`src/rtl/regbank_pkg.sv`:
```
// Shared types and default sizes for the clearable register bank.
package regbank_pkg;

  localparam int DEF_DATA_W = 32;
  localparam int DEF_ADDR_W = 5;

  typedef enum logic {
    ST_CLEAR = 1'b0,
    ST_IDLE  = 1'b1
  } state_t;

endpackage

```
`src/rtl/regbank_clr_if.sv`:
```
// Register bank access bus: clear request/busy, two read ports, one write port.
interface regbank_clr_if
  import regbank_pkg::*;
#(
  parameter int DATA_W = DEF_DATA_W,
  parameter int ADDR_W = DEF_ADDR_W
) ();

  logic              clr_req;
  logic              busy;
  logic [ADDR_W-1:0] RegLe1;
  logic [ADDR_W-1:0] RegLe2;
  logic [ADDR_W-1:0] RegEscr;
  logic              EscrReg;
  logic [DATA_W-1:0] datain;
  logic [DATA_W-1:0] data1;
  logic [DATA_W-1:0] data2;

  modport master (
    output clr_req, RegLe1, RegLe2, RegEscr, EscrReg, datain,
    input  busy, data1, data2
  );

  modport slave (
    input  clr_req, RegLe1, RegLe2, RegEscr, EscrReg, datain,
    output busy, data1, data2
  );

endinterface

```
`src/rtl/regbank_clr_seq.sv`:
```
// Clear sequencer: walks clr_ptr over every entry after reset or on clr_req,
// then parks in ST_IDLE. Produces the clear write strobe/address for the array.
module regbank_clr_seq
  import regbank_pkg::*;
#(
  parameter int ADDR_W = DEF_ADDR_W,
  parameter int NREGS  = 1 << ADDR_W
) (
  input  logic              clk,
  input  logic              rst_n,
  input  logic              clr_req,
  output logic              busy,
  output logic              idle,
  output logic              clr_we,
  output logic [ADDR_W-1:0] clr_addr
);

  localparam logic [ADDR_W-1:0] LAST_PTR = ADDR_W'(NREGS - 1);

  state_t            state_reg, state_next;
  logic [ADDR_W-1:0] clr_ptr_reg, clr_ptr_next;

  always_ff @(posedge clk or negedge rst_n) begin
    if (!rst_n) begin
      state_reg   <= ST_CLEAR;
      clr_ptr_reg <= '0;
    end else begin
      state_reg   <= state_next;
      clr_ptr_reg <= clr_ptr_next;
    end
  end

  always_comb begin
    state_next   = state_reg;
    clr_ptr_next = clr_ptr_reg;
    clr_we       = 1'b0;
    case (state_reg)
      ST_CLEAR: begin
        clr_we = 1'b1;
        // Pointer holds at the last entry instead of wrapping.
        if (clr_ptr_reg == LAST_PTR) begin
          state_next = ST_IDLE;
        end else begin
          clr_ptr_next = clr_ptr_reg + ADDR_W'(1);
        end
      end
      ST_IDLE: begin
        if (clr_req) begin
          state_next   = ST_CLEAR;
          clr_ptr_next = '0;
        end
      end
      default: begin
        state_next   = ST_CLEAR;
        clr_ptr_next = '0;
      end
    endcase
  end

  assign busy     = (state_reg == ST_CLEAR);
  assign idle     = (state_reg == ST_IDLE);
  assign clr_addr = clr_ptr_reg;

endmodule

```
`src/rtl/regbank_clr.sv`:
```
// 2R/1W register bank with registered reads, optional hardwired r0 and a clear
// sequencer. Define REGBANK_BYPASS_EN to forward an accepted write to a same-address read.
module regbank_clr
  import regbank_pkg::*;
#(
  parameter int DATA_W   = DEF_DATA_W,
  parameter int ADDR_W   = DEF_ADDR_W,
  parameter int NREGS    = 1 << ADDR_W,
  parameter int ZERO_REG = 1
) (
  input  logic          clk,
  input  logic          rst_n,
  regbank_clr_if.slave  bus
);

  logic              busy;
  logic              idle;
  logic              clr_we;
  logic [ADDR_W-1:0] clr_addr;

  regbank_clr_seq #(
    .ADDR_W (ADDR_W),
    .NREGS  (NREGS)
  ) u_seq (
    .clk      (clk),
    .rst_n    (rst_n),
    .clr_req  (bus.clr_req),
    .busy     (busy),
    .idle     (idle),
    .clr_we   (clr_we),
    .clr_addr (clr_addr)
  );

  logic [DATA_W-1:0] mem [NREGS];

  logic              wr_in_range;
  logic              wr_zero;
  logic              wr_accept;
  logic              mem_we;
  logic [ADDR_W-1:0] mem_waddr;
  logic [DATA_W-1:0] mem_wdata;

  assign wr_in_range = (32'(bus.RegEscr) < NREGS);
  assign wr_zero     = (ZERO_REG != 0) && (bus.RegEscr == '0);
  // A clear request in the same cycle drops the write.
  assign wr_accept   = idle && !bus.clr_req && bus.EscrReg && wr_in_range && !wr_zero;

  assign mem_we    = clr_we | wr_accept;
  assign mem_waddr = clr_we ? clr_addr : bus.RegEscr;
  assign mem_wdata = clr_we ? '0 : bus.datain;

  always_ff @(posedge clk) begin
    if (mem_we) begin
      mem[mem_waddr] <= mem_wdata;
    end
  end

  logic [ADDR_W-1:0] rd_addr [2];
  logic [DATA_W-1:0] rd_data [2];

  assign rd_addr[0] = bus.RegLe1;
  assign rd_addr[1] = bus.RegLe2;

  genvar gi;
  generate
    for (gi = 0; gi < 2; gi++) begin : g_rd
      logic              rd_valid;
      logic [DATA_W-1:0] rd_data_next;
      logic [DATA_W-1:0] rd_data_reg;

      assign rd_valid = (32'(rd_addr[gi]) < NREGS) &&
                        !((ZERO_REG != 0) && (rd_addr[gi] == '0));

      // Array is read before the same-edge write lands; clearing forces zeros.
      always_comb begin
        rd_data_next = '0;
        if (idle) begin
          if (rd_valid) begin
            rd_data_next = mem[rd_addr[gi]];
          end
`ifdef REGBANK_BYPASS_EN
          if (wr_accept && (bus.RegEscr == rd_addr[gi])) begin
            rd_data_next = bus.datain;
          end
`endif
        end
      end

      always_ff @(posedge clk or negedge rst_n) begin
        if (!rst_n) begin
          rd_data_reg <= '0;
        end else begin
          rd_data_reg <= rd_data_next;
        end
      end

      assign rd_data[gi] = rd_data_reg;
    end
  endgenerate

  assign bus.busy  = busy;
  assign bus.data1 = rd_data[0];
  assign bus.data2 = rd_data[1];

endmodule

```
`src/flat_wrapper.sv`:
```
// flat-port wrapper written by rule: the top's interface ports become plain ports
module regbank_clr_flat import regbank_pkg::*;
#(
  parameter int DATA_W   = DEF_DATA_W,
  parameter int ADDR_W   = DEF_ADDR_W,
  parameter int NREGS    = 1 << ADDR_W,
  parameter int ZERO_REG = 1
)
  (clk, rst_n, bus_clr_req, bus_RegLe1, bus_RegLe2, bus_RegEscr, bus_EscrReg, bus_datain, bus_busy, bus_data1, bus_data2);
  regbank_clr_if #(.DATA_W(DATA_W), .ADDR_W(ADDR_W)) bus_i ();
  input  logic clk;
  input  logic rst_n;
  input wire logic [$bits(bus_i.clr_req)-1:0] bus_clr_req;
  input wire logic [$bits(bus_i.RegLe1)-1:0] bus_RegLe1;
  input wire logic [$bits(bus_i.RegLe2)-1:0] bus_RegLe2;
  input wire logic [$bits(bus_i.RegEscr)-1:0] bus_RegEscr;
  input wire logic [$bits(bus_i.EscrReg)-1:0] bus_EscrReg;
  input wire logic [$bits(bus_i.datain)-1:0] bus_datain;
  output wire logic [$bits(bus_i.busy)-1:0] bus_busy;
  output wire logic [$bits(bus_i.data1)-1:0] bus_data1;
  output wire logic [$bits(bus_i.data2)-1:0] bus_data2;
  assign bus_i.clr_req = bus_clr_req;
  assign bus_i.RegLe1 = bus_RegLe1;
  assign bus_i.RegLe2 = bus_RegLe2;
  assign bus_i.RegEscr = bus_RegEscr;
  assign bus_i.EscrReg = bus_EscrReg;
  assign bus_i.datain = bus_datain;
  assign bus_busy = bus_i.busy;
  assign bus_data1 = bus_i.data1;
  assign bus_data2 = bus_i.data2;
  regbank_clr #(.DATA_W(DATA_W), .ADDR_W(ADDR_W), .NREGS(NREGS), .ZERO_REG(ZERO_REG)) u_core (.clk(clk), .rst_n(rst_n), .bus(bus_i));
endmodule
```
`config.mk`:
```
export PLATFORM = sky130hd
export DESIGN_NAME = regbank_clr_flat
export DESIGN_NICKNAME = d
export VERILOG_FILES = /design/src/rtl/regbank_pkg.sv /design/src/rtl/regbank_clr_if.sv /design/src/rtl/regbank_clr_seq.sv /design/src/rtl/regbank_clr.sv /design/src/flat_wrapper.sv
export SDC_FILE = /design/constraint.sdc
export NUM_CORES = 1
export LEC_CHECK = 0
export CORE_MARGIN = 2
export CORE_UTILIZATION = 26
export CTS_CLUSTER_SIZE = 24
export DETAILED_ROUTE_END_ITERATION = 6
export HOLD_SLACK_MARGIN = 0.08
export PLACE_DENSITY = 0.43
export SKIP_LAST_GASP = 1
export SLEW_MARGIN = 20
export SYNTH_ARGS = -nofsm -noshare
export SYNTH_HDL_FRONTEND = slang
export SYNTH_SLANG_ARGS = --single-unit
export TNS_END_PERCENT = 30
```
`constraint.sdc`:
```
create_clock -name clk -period 3.5 [get_ports clk]
set_input_delay 0.7 -clock clk [delete_from_list [all_inputs] [get_ports clk]]
set_output_delay 0.7 -clock clk [all_outputs]
set_load 0.005 [all_outputs]
```
==> reports/metrics.cfg, run 1 <==
[global_routing]
grt_usage_pct=18.13
antenna_found_initial=2
grt_pass1_wl_um=243100
grt_max_degree=72
gr-total-overflow=0
grt_pass1_vias=30410

[synthesis]
synthSimpleGateAreaFrac_pct=3.290
syn_nets=2990
syn_inst=2937
synth_xor_xnor_area_share_pct=0.05415
avgSynthCellArea_um2=16.52
synthArstFlopShare_pct=6.579
synth_top_family_by_area=multiplexers
synth_edf_count=994
synth_ff_type=edfxtp_1
ys_types=50
ys_seq_elements=1064
syn_area_um2=48520
synthMuxAreaShare_pct=20.91
synth_compound_area_share_pct=7.891
yosys_warnings=0
synth_fa_ha_area_share_pct=0.05157
seq_area_frac_synth_pct=65.13

[setup_path]
cp-start-kind=flop
worst_ep_required_time_ps=2800
r2r_end=u_core.bus.data1[1]
critPathMaxFanout=26
worst_path_largest_cell_delay_ps=580
r2r.worst_path.cells=6
rr_startpoint=u_core.u_seq.idle
end_kind=output port
worstPathArrival_ps=2290
crit_start=u_core.u_seq.idle
reg2reg_setup_slack_ps=780
worstSetupPathType=flop to output port
crit_chain=inv_2 > clkdlybuf4s50_1
slowest_stage=clkdlybuf4s50_1

[floorplan]
core_um2=185400
num_io_pins=116
die_w_um=436.0
die_area_um2=190100
rows=158
die_h_um=436.0
start_util_pct=26.17

[placement]
gp_congestion=0.7841
dpl.hpwl_um=104400
port-buffer-count=115
dpl-instance-area_um2=54330
dp.cells=5488

[cells_and_area]
area_growth_pct=20.13
stdcell_area_um2=58290
final_core_util_pct=31.43
nets=3184
stdcell_count=5718
drive_gt1_share_pct=20.67

[pwr]
intPower_mw=25.13
p_switching_mw=9.993
swShare_pct=28.45
power.share.sequential_pct=47.0
p_comb_share_pct=16.8
power_frac_clock_pct=36.2
leakage_nw=20.07
pwr_density_cell_nw_per_um2=602.7
ir_worst_vdd_v=0.0004297

[clock_tree]
clk_latency_ps=790
cts_tree=done
clk_pin_slew_ps=60
clock_path_buffers=3
ctsResizeCount=0
cts_buffers=120
h-tree-depth=3
cts_sinks=1064
cts_root_buffer=clkbuf_16

[route]
wl_met1_um=75340
wl_per_cell_um=30.74
wl_met3_um=7400
drt-initial-drc-count=2430
top_layer=met4
drc=0
antenna_violating_nets_post_route=0
firstDrtPassIters=5
dr_total_vias=29390
dr_wl_met2_um=88360
viasPerCell=5.141
totalWireLength_um=175800

[sta]
max_slew_margin_pct=39.57
skew_ps=55.64
finalCriticalPeriod_ps=2990
fmax_ghz=0.3345
hold_violations=0
drv_slew=0
tightest_slew_ps=903.5
rsz0062_at_grt=no
finalSetupTns_ps=0
timing.final.crit_share_pct=85.42
setup_viol=0

[min_path]
hp-start=bus_RegLe1[1]
holdPathStages=4
worstHoldPathType=input port to flop
hold_path_end=u_core.bus.data1[0]

[outcome]
status=completed

[run]
cap_viol_max_count=0

## sequential cells by signal, summed over array words and instances, names as in the netlist
register               cells
u_core.mem               994
u_core.bus.data1          32
u_core.bus.data2          32
u_core.u_seq.clr_addr      5
u_core.u_seq.idle          1
## repair_timing
item / 4_1_cts / 5_1_grt
endpoints found under the hold margin: 37 / 0
hold buffers: 1 / 0
setup buffers: 0 / 0
## per-stage QoR
stage	hold WS, ps	power (mW)	setup WS [ps]
2_1_floorplan	404.4	19.46	224.5
3_3_place_gp	621.4	22.75	163.4
3_5_place_dp	619.0	22.76	183.6
4_1_cts	427.4	35.49	449.8
5_1_grt	478.6	36.35	428.8
6_report	493.9	35.13	510.4
## cell families after synthesis
| logic type | after synthesis |
|---|---|
| DFF | 1064 |
| muxes | 772 |
| AOI/OAI and AO/OA | 529 |
| and+or+nand+nor | 318 |
| buffers and inverters | 249 |
| xor gates and xnor gates | 3 |
| adders and majority gates | 2 |
## cell usage after synthesis (2+ instances only)
cell type	instances	share of area, %
nand2_1	139	1.1
mux2i_1	578	12
buf_4	36	0.56
inv_1	9	0.070
a31oi_1	3	0.039
buf_2	95	0.98
xor2_1	2	0.036
mux4_2	193	9.0
o32ai_1	3	0.054
or3_1	2	0.026
a221oi_1	32	0.58
and2_1	33	0.43
nand3_1	4	0.041
or3b_1	7	0.13
nor3_2	2	0.041
o221ai_1	2	0.036
nor2b_1	5	0.064
buf_6	15	0.35
o21ai_1	31	0.32
edfxtp_1	994	62
or2_2	2	0.026
a21oi_1	5	0.052
nor3_1	3	0.031
buf_1	4	0.031
nand2b_1	3	0.039
a22oi_1	189	2.9
clkbuf_1	89	0.69
dfrtp_1	70	3.6
nor2_1	39	0.30
o21ai_0	33	0.34
a32oi_1	2	0.036
o22ai_1	196	2.5
a221oi_2	30	0.93
nand4_1	64	0.83
ha_1	2	0.052
and3_1	2	0.026
nand3b_1	6	0.093
## power groups by stage
stage | Combinational [mW] | Clock (mW) | Sequential (mW)
global placement | 6.01 | 0 | 16.7
finish | 5.91 | 12.7 | 16.5
CTS | 6.01 | 13.0 | 16.5
detailed placement | 6.00 | 0 | 16.8
floorplan | 2.88 | 0 | 16.6
global route | 6.24 | 13.5 | 16.7
## final cells by class
type                       instances  area [µm²]
antenna                            1       2.502
clock buffer                     160        3263
clock inverter                    68       678.2
fill                           18230      127100
inverter                          10       37.54
multi-input combinational       1624       15960
sequential                      1064       31600
tap                             2480        3103
timing repair buffer             311        3643
## worst max-delay path by stage
stage | slack, ps | endpoint | cells past startpoint
floorplan | 220 | u_core.mem[8][0] | 4
global placement | 160 | u_core.bus.data1[14] | 7
detailed placement | 180 | u_core.bus.data1[14] | 7
CTS | 450 | bus_busy | 2
global route | 430 | bus_busy | 2
finish | 510 | bus_busy | 2
## layout by cell type (no fill, tap or decap), types with 33 or more instances in the layout
cell,instances
mux4_2,193
buf_12,80
dfrtp_1,69
a22oi_1,189
o21ai_0,33
clkbuf_16,120
buf_4,116
nand2_1,139
edfxtp_1,994
clkdlybuf4s50_1,110
nor2_4,36
mux2i_1,578
nand4_1,64
o22ai_1,196
## worst max-delay path: cells and delay by family, from the launching register on
kind | cells | cell delay [ps]
flip-flops | 1 | 570
buffers and inverters | 2 | 930
## metal layers
layer / vias up / global-route usage, %
li1: 12560 / -
met1: 15820 / 23.65
met2: 784 / 31.47
met3: 225 / 2.423
met4: 0 / 4.911
met5: - / 0
Note: power is estimated with default switching activity, not from simulation.
==> run 2, diff against run 1 <==
--- a/config.mk
+++ b/config.mk
@@ -11,6 +11,7 @@
 export DETAILED_ROUTE_END_ITERATION = 6
 export HOLD_SLACK_MARGIN = 0.08
 export PLACE_DENSITY = 0.43
+export RECOVER_POWER = 25
 export SKIP_LAST_GASP = 1
 export SLEW_MARGIN = 20
 export SYNTH_ARGS = -nofsm -noshare
==> reports/metrics.cfg, run 2 (synthesis gave the netlist of run 1 again) <==
[outcome]
status=finished, violations left  ; was completed
violations=capacitance limit, slew limit

[clock_tree]
cts_hold_buf=1  ; unchanged
postCtsSetupBuffers=0  ; unchanged
cts_buffers=120  ; unchanged
cts_tree=done  ; unchanged
clock_path_buffers=3  ; unchanged
cts_root_buffer=clkbuf_16  ; unchanged
clk_latency_ps=790  ; about the same
clk_pin_slew_ps=60  ; about the same
h-tree-depth=3  ; unchanged
cts_sinks=1064  ; unchanged
ctsResizeCount=0  ; unchanged

[route]
wl_per_cell_um=30.75  ; was 30.74 µm
antenna_violating_nets_post_route=0  ; unchanged
dr_total_vias=29400  ; was 29390
firstDrtPassIters=6  ; was 5
drc=0  ; unchanged
drt-initial-drc-count=2478  ; was 2430
totalWireLength_um=175800  ; about the same
viasPerCell=5.142  ; was 5.141

[pwr]
p_comb_share_pct=16.8  ; about the same
power_mw=35.10  ; was 35.13 mW
pwr_density_cell_nw_per_um2=603.0  ; was 602.7 nW/µm²
power.share.sequential_pct=47.0  ; about the same
p_switching_mw=9.975  ; was 9.993 mW
swShare_pct=28.42  ; was 28.45%
leakage_nw=19.98  ; was 20.07 nW
intPower_mw=25.13  ; about the same
ir_worst_vdd_v=0.0004293  ; was 0.0004297 V
power_frac_clock_pct=36.2  ; about the same

[sta]
finalSetupTns_ps=0  ; unchanged
drv_slew=231  ; was 0
rsz0062_at_grt=no  ; unchanged
fmax_ghz=0.3346  ; was 0.3345 GHz
skew_ps=54.77  ; was 55.64 ps
setup_viol=0  ; unchanged
hold_violations=0  ; unchanged
timing.final.crit_share_pct=85.38  ; was 85.42%
tightest_slew_ps=1700  ; was 903.5 ps
max_slew_margin_pct=-13.34  ; was 39.57%
finalCriticalPeriod_ps=2988  ; was 2990 ps
setup_ws_ps=511.6  ; was 510.4 ps

[setup_path]
slowest_stage=clkdlybuf4s50_1  ; unchanged
critPathMaxFanout=26  ; unchanged
worstPathArrival_ps=2290  ; about the same
worstSetupPathType=flop to output port  ; unchanged
end_kind=output port  ; unchanged
cp_top_family=buffers and inverters  ; unchanged
crit_buf_inv=2  ; unchanged
crit_chain=inv_2 > clkdlybuf4s50_1  ; unchanged
cp-start-kind=flop  ; unchanged
worst_path_largest_cell_delay_ps=580  ; about the same
worst_ep_required_time_ps=2800  ; about the same

[floorplan]
core_um2=185400  ; unchanged
start_util_pct=26.17  ; unchanged
die_h_um=436.0  ; unchanged
rows=158  ; unchanged
die_area_um2=190100  ; unchanged
die_w_um=436.0  ; unchanged
num_io_pins=116  ; unchanged

[placement]
dpl.hpwl_um=104400  ; unchanged
port-buffer-count=115  ; unchanged
dp.cells=5488  ; unchanged
gp_congestion=0.7841  ; unchanged
dpl_worst_slack_ps=183.6  ; unchanged

[global_routing]
gr-total-overflow=0  ; unchanged
grt_usage_pct=18.13  ; unchanged
grt_pass1_wl_um=243100  ; unchanged
grt_max_degree=72  ; unchanged
antenna_found_initial=2  ; unchanged
grt_pass1_vias=30410  ; unchanged

[cells_and_area]
mostFrequentLayoutCell=edfxtp_1  ; unchanged
stdcell_count=5718  ; unchanged
nets=3184  ; unchanged
drive_gt1_share_pct=20.14  ; was 20.67%
fill_cells=18240  ; was 18230
largest_reg_flops=994  ; unchanged
area_growth_pct=19.97  ; was 20.13%
final_cell_mix=edfxtp_1, mux2i_1, o22ai_1, mux4_2, a22oi_1  ; unchanged
regMostFlops=u_core.mem  ; unchanged

[min_path]
worstHoldPathType=input port to flop  ; unchanged

[run]
cap_viol_max_count=6  ; was 0

[run 2: path summary, 6_finish.rpt]
| check | start | end | slack (ps) | depth (start not counted) |
|---|---|---|---|---|
| min in group asynchronous | rst_n | u_core.bus.data1[7] | 1020 | 3 |
| max | u_core.u_seq.idle | bus_busy | 510 | 2 |
| max reg2reg | u_core.u_seq.idle | u_core.mem[25][6] | 580 | 3 |
| min | bus_RegLe1[1] | u_core.bus.data1[0] | 480 | 4 |
| max in group asynchronous | rst_n | u_core.u_seq.idle | 1320 | 3 |
| min reg2reg | u_core.u_seq.clr_addr[3] | u_core.u_seq.clr_addr[3] | 620 | 2 |
[run 2: stage by stage]
stage	hold WS, ps	cell area (µm²)	util (%)
CTS	427.4	58280	31.43
global route	478.6	58210	31.39
detailed placement	619.0	54330	29.30
floorplan	404.4	48520	-
finish	479.1	58210	31.39
global placement	621.4	54330	29.30
[run 2: per-layer routing]
metal	vias to the layer above	track usage [%]	share of wire, %
li1	12550	-	-
met1	15810	23.65	43
met2	807	31.47	50
met3	230	2.423	4.3
met4	0	4.911	2.8
met5	-	0	0
[run 2: cell type report]
class,count,area [µm²],share of cell area (%)
multi-input cells,1624,15960,27.41
inverters,10,37.54,0.06448
clock buffers,160,3263,5.606
diodes,1,2.502,0.004299
clock inverters,68,678.2,1.165
repair buffers,311,3567,6.128
flip-flops and latches,1064,31600,54.29
well taps,2480,3103,5.331
[run 2: worst reg2reg max path, cell delays in order (launching register included)]
cell	delay [ps]
dfrtp_2	640
buf_4	370
and2_0	190
clkbuf_1	1210
[run 2: power by group through the flow]
stage	Sequential, mW	Combinational, mW	Clock [mW]
after floorplan	16.6	2.88	0
after global placement	16.7	6.01	0
after detailed placement	16.8	6.00	0
after CTS	16.5	6.01	13.0
after global routing	16.7	6.22	13.5
final	16.5	5.88	12.7
==> run 3, diff against run 2 <==
--- a/config.mk
+++ b/config.mk
@@ -12,6 +12,7 @@
 export HOLD_SLACK_MARGIN = 0.08
 export PLACE_DENSITY = 0.43
 export RECOVER_POWER = 25
+export REMOVE_ABC_BUFFERS = 1
 export SKIP_LAST_GASP = 1
 export SLEW_MARGIN = 20
 export SYNTH_ARGS = -nofsm -noshare
==> constraint.sdc (replaced) <==
create_clock -name clk -period 3 [get_ports clk]
set_input_delay 0.6 -clock clk [delete_from_list [all_inputs] [get_ports clk]]
set_output_delay 0.6 -clock clk [all_outputs]
set_load 0.005 [all_outputs]
==> reports/metrics.cfg, run 3 (synthesis gave the netlist of run 1 again) <==
[placement]
port-buffer-count=115  ; unchanged
gp_congestion=0.7795  ; was 0.7841
dpl.hpwl_um=111600  ; was 104400 µm

[setup_path]
worstSetupPathType=flop to output port  ; unchanged
critPathMaxFanout=6  ; was 26
end_kind=output port  ; unchanged
worst_ep_required_time_ps=2400  ; was 2800 ps
worstPathArrival_ps=1930  ; was 2290 ps
cp-start-kind=flop  ; unchanged

[route]
totalWireLength_um=172400  ; was 175800 µm
firstDrtPassIters=5  ; was 6
wl_per_cell_um=29.80  ; was 30.75 µm
drc=0  ; unchanged
dr_total_vias=29580  ; was 29400
viasPerCell=5.113  ; was 5.142
antenna_violating_nets_post_route=0  ; unchanged
drt-initial-drc-count=2556  ; was 2478

[cells_and_area]
mostFrequentLayoutCell=edfxtp_1  ; unchanged
final_cell_mix=edfxtp_1, mux2i_1, o22ai_1, mux4_2, a22oi_1  ; unchanged
multi_input_area_um2=15970  ; was 15960 µm²
fill_cells=18150  ; was 18240
regMostFlops=u_core.mem  ; unchanged
seq_area_um2=31600  ; about the same
largest_reg_flops=994  ; unchanged
drive_gt1_share_pct=22.22  ; was 20.14%
nets=3251  ; was 3184
area_growth_pct=22.28  ; was 19.97%

[sta]
fmax_ghz=0.3948
hold_violations=0  ; unchanged
drv_slew=32  ; was 231
finalSetupTns_ps=0  ; unchanged
tightest_slew_ps=1553  ; was 1700 ps
skew_ps=30.61  ; was 54.77 ps
timing.final.crit_share_pct=84.44
finalCriticalPeriod_ps=2533
setup_viol=0  ; unchanged
rsz0062_at_grt=no  ; unchanged
holdWs_ps=563.0  ; was 479.1 ps
max_slew_margin_pct=-3.511  ; was -13.34%

[pwr]
pwr_density_cell_nw_per_um2=706.9  ; was 603.0 nW/µm²
p_comb_share_pct=17.1  ; was 16.8%
power_frac_clock_pct=37.0  ; was 36.2%
p_switching_mw=11.58  ; was 9.975 mW
power.share.sequential_pct=45.9  ; was 47.0%
intPower_mw=30.36  ; was 25.13 mW
leakage_nw=20.55  ; was 19.98 nW
ir_worst_vdd_v=0.0004699  ; was 0.0004293 V
swShare_pct=27.60  ; was 28.42%

[outcome]
violations=capacitance limit, slew limit  ; unchanged
status=finished, violations left  ; unchanged

[run]
cap_viol_max_count=1  ; was 6

[floorplan]
die_h_um=436.0  ; unchanged
start_util_pct=26.17  ; unchanged
die_area_um2=190100  ; unchanged
num_io_pins=116  ; unchanged
core_um2=185400  ; unchanged
die_w_um=436.0  ; unchanged
rows=158  ; unchanged

[global_routing]
grt_pass1_vias=30360  ; was 30410
grt_max_degree=59  ; was 72
gr-total-overflow=0  ; unchanged
antenna_found_initial=5  ; was 2
grt_pass1_wl_um=239900  ; was 243100 µm
grt_usage_pct=17.81  ; was 18.13%

[clock_tree]
postCtsSetupBuffers=0  ; unchanged
cts_root_buffer=clkbuf_16  ; unchanged
cts_buffers=119  ; was 120
clk_latency_ps=760  ; was 790 ps
h-tree-depth=3  ; unchanged
cts_tree=done  ; unchanged
clk_pin_slew_ps=60  ; about the same
clock_path_buffers=3  ; unchanged
cts_sinks=1064  ; unchanged

[min_path]
worstHoldPathType=input port to async pin  ; was input port to flop

run 3: stage by stage:
stage / utilization, % / setup slack (ps) / area (µm²) / cells / power (mW)
floorplan: - / -739.0 / 47260 / 2698 / 22.32
global placement: 29.79 / -16.26 / 55240 / 5555 / 26.78
detailed placement: 29.79 / 17.50 / 55240 / 5555 / 26.81
CTS: 32.04 / 396.4 / 59410 / 5782 / 42.46
global route: 32.00 / 310.1 / 59330 / 5783 / 43.50
finish: 32.00 / 466.8 / 59330 / 5784 / 41.94
run 3: path summary, 6_finish.rpt:
kind                                           from                       end  slack, ps  depth (start not counted)
hold / removal                                rst_n       u_core.bus.data2[5]        560                          2
setup / recovery                  u_core.u_seq.idle                  bus_busy        470                          2
hold reg to reg            u_core.u_seq.clr_addr[3]  u_core.u_seq.clr_addr[3]        620                          2
min in group clk                        bus_clr_req  u_core.u_seq.clr_addr[4]        580                          3
max in group asynchronous                     rst_n         u_core.u_seq.idle        550                          3
setup reg to reg                  u_core.u_seq.idle        u_core.mem[26][22]        480                          3
run 3: layer usage:
layer | routed length (µm) | vias to the layer above | track usage, %
met5 | 0 | - | 0
met3 | 7299 | 207 | 2.014
met4 | 4059 | 0 | 4.794
li1 | - | 12680 | -
met1 | 78510 | 15860 | 24.83
met2 | 82490 | 827 | 29.33
run 3: power groups by stage:
stage,logic [mW],clock network [mW],registers [mW]
6_report,7.17,15.5,19.2
5_1_grt,7.58,16.5,19.4
3_5_place_dp,7.28,0,19.5
4_1_cts,7.30,15.9,19.2
2_1_floorplan,2.95,0,19.4
3_3_place_gp,7.27,0,19.5
run 3: what timing repair did:
action	CTS	global route
gates resized for setup	0	0
endpoints found under the hold margin	18	0
hold buffers	1	0
run 3: worst max-delay path, cell delays in order (launching register included):
cell	delay [ps]
dfrtp_4	520
inv_2	130
clkdlybuf4s50_1	520
run 3: layout make-up:
type / count / share of cell area, %
diodes: 1 / 0.004217
clock buffers: 154 / 5.527
inverters: 10 / 0.06326
clock inverters: 72 / 1.489
flip-flops and latches: 1064 / 53.26
multi-input cells: 1624 / 26.91
well taps: 2480 / 5.230
repair buffers: 379 / 7.513
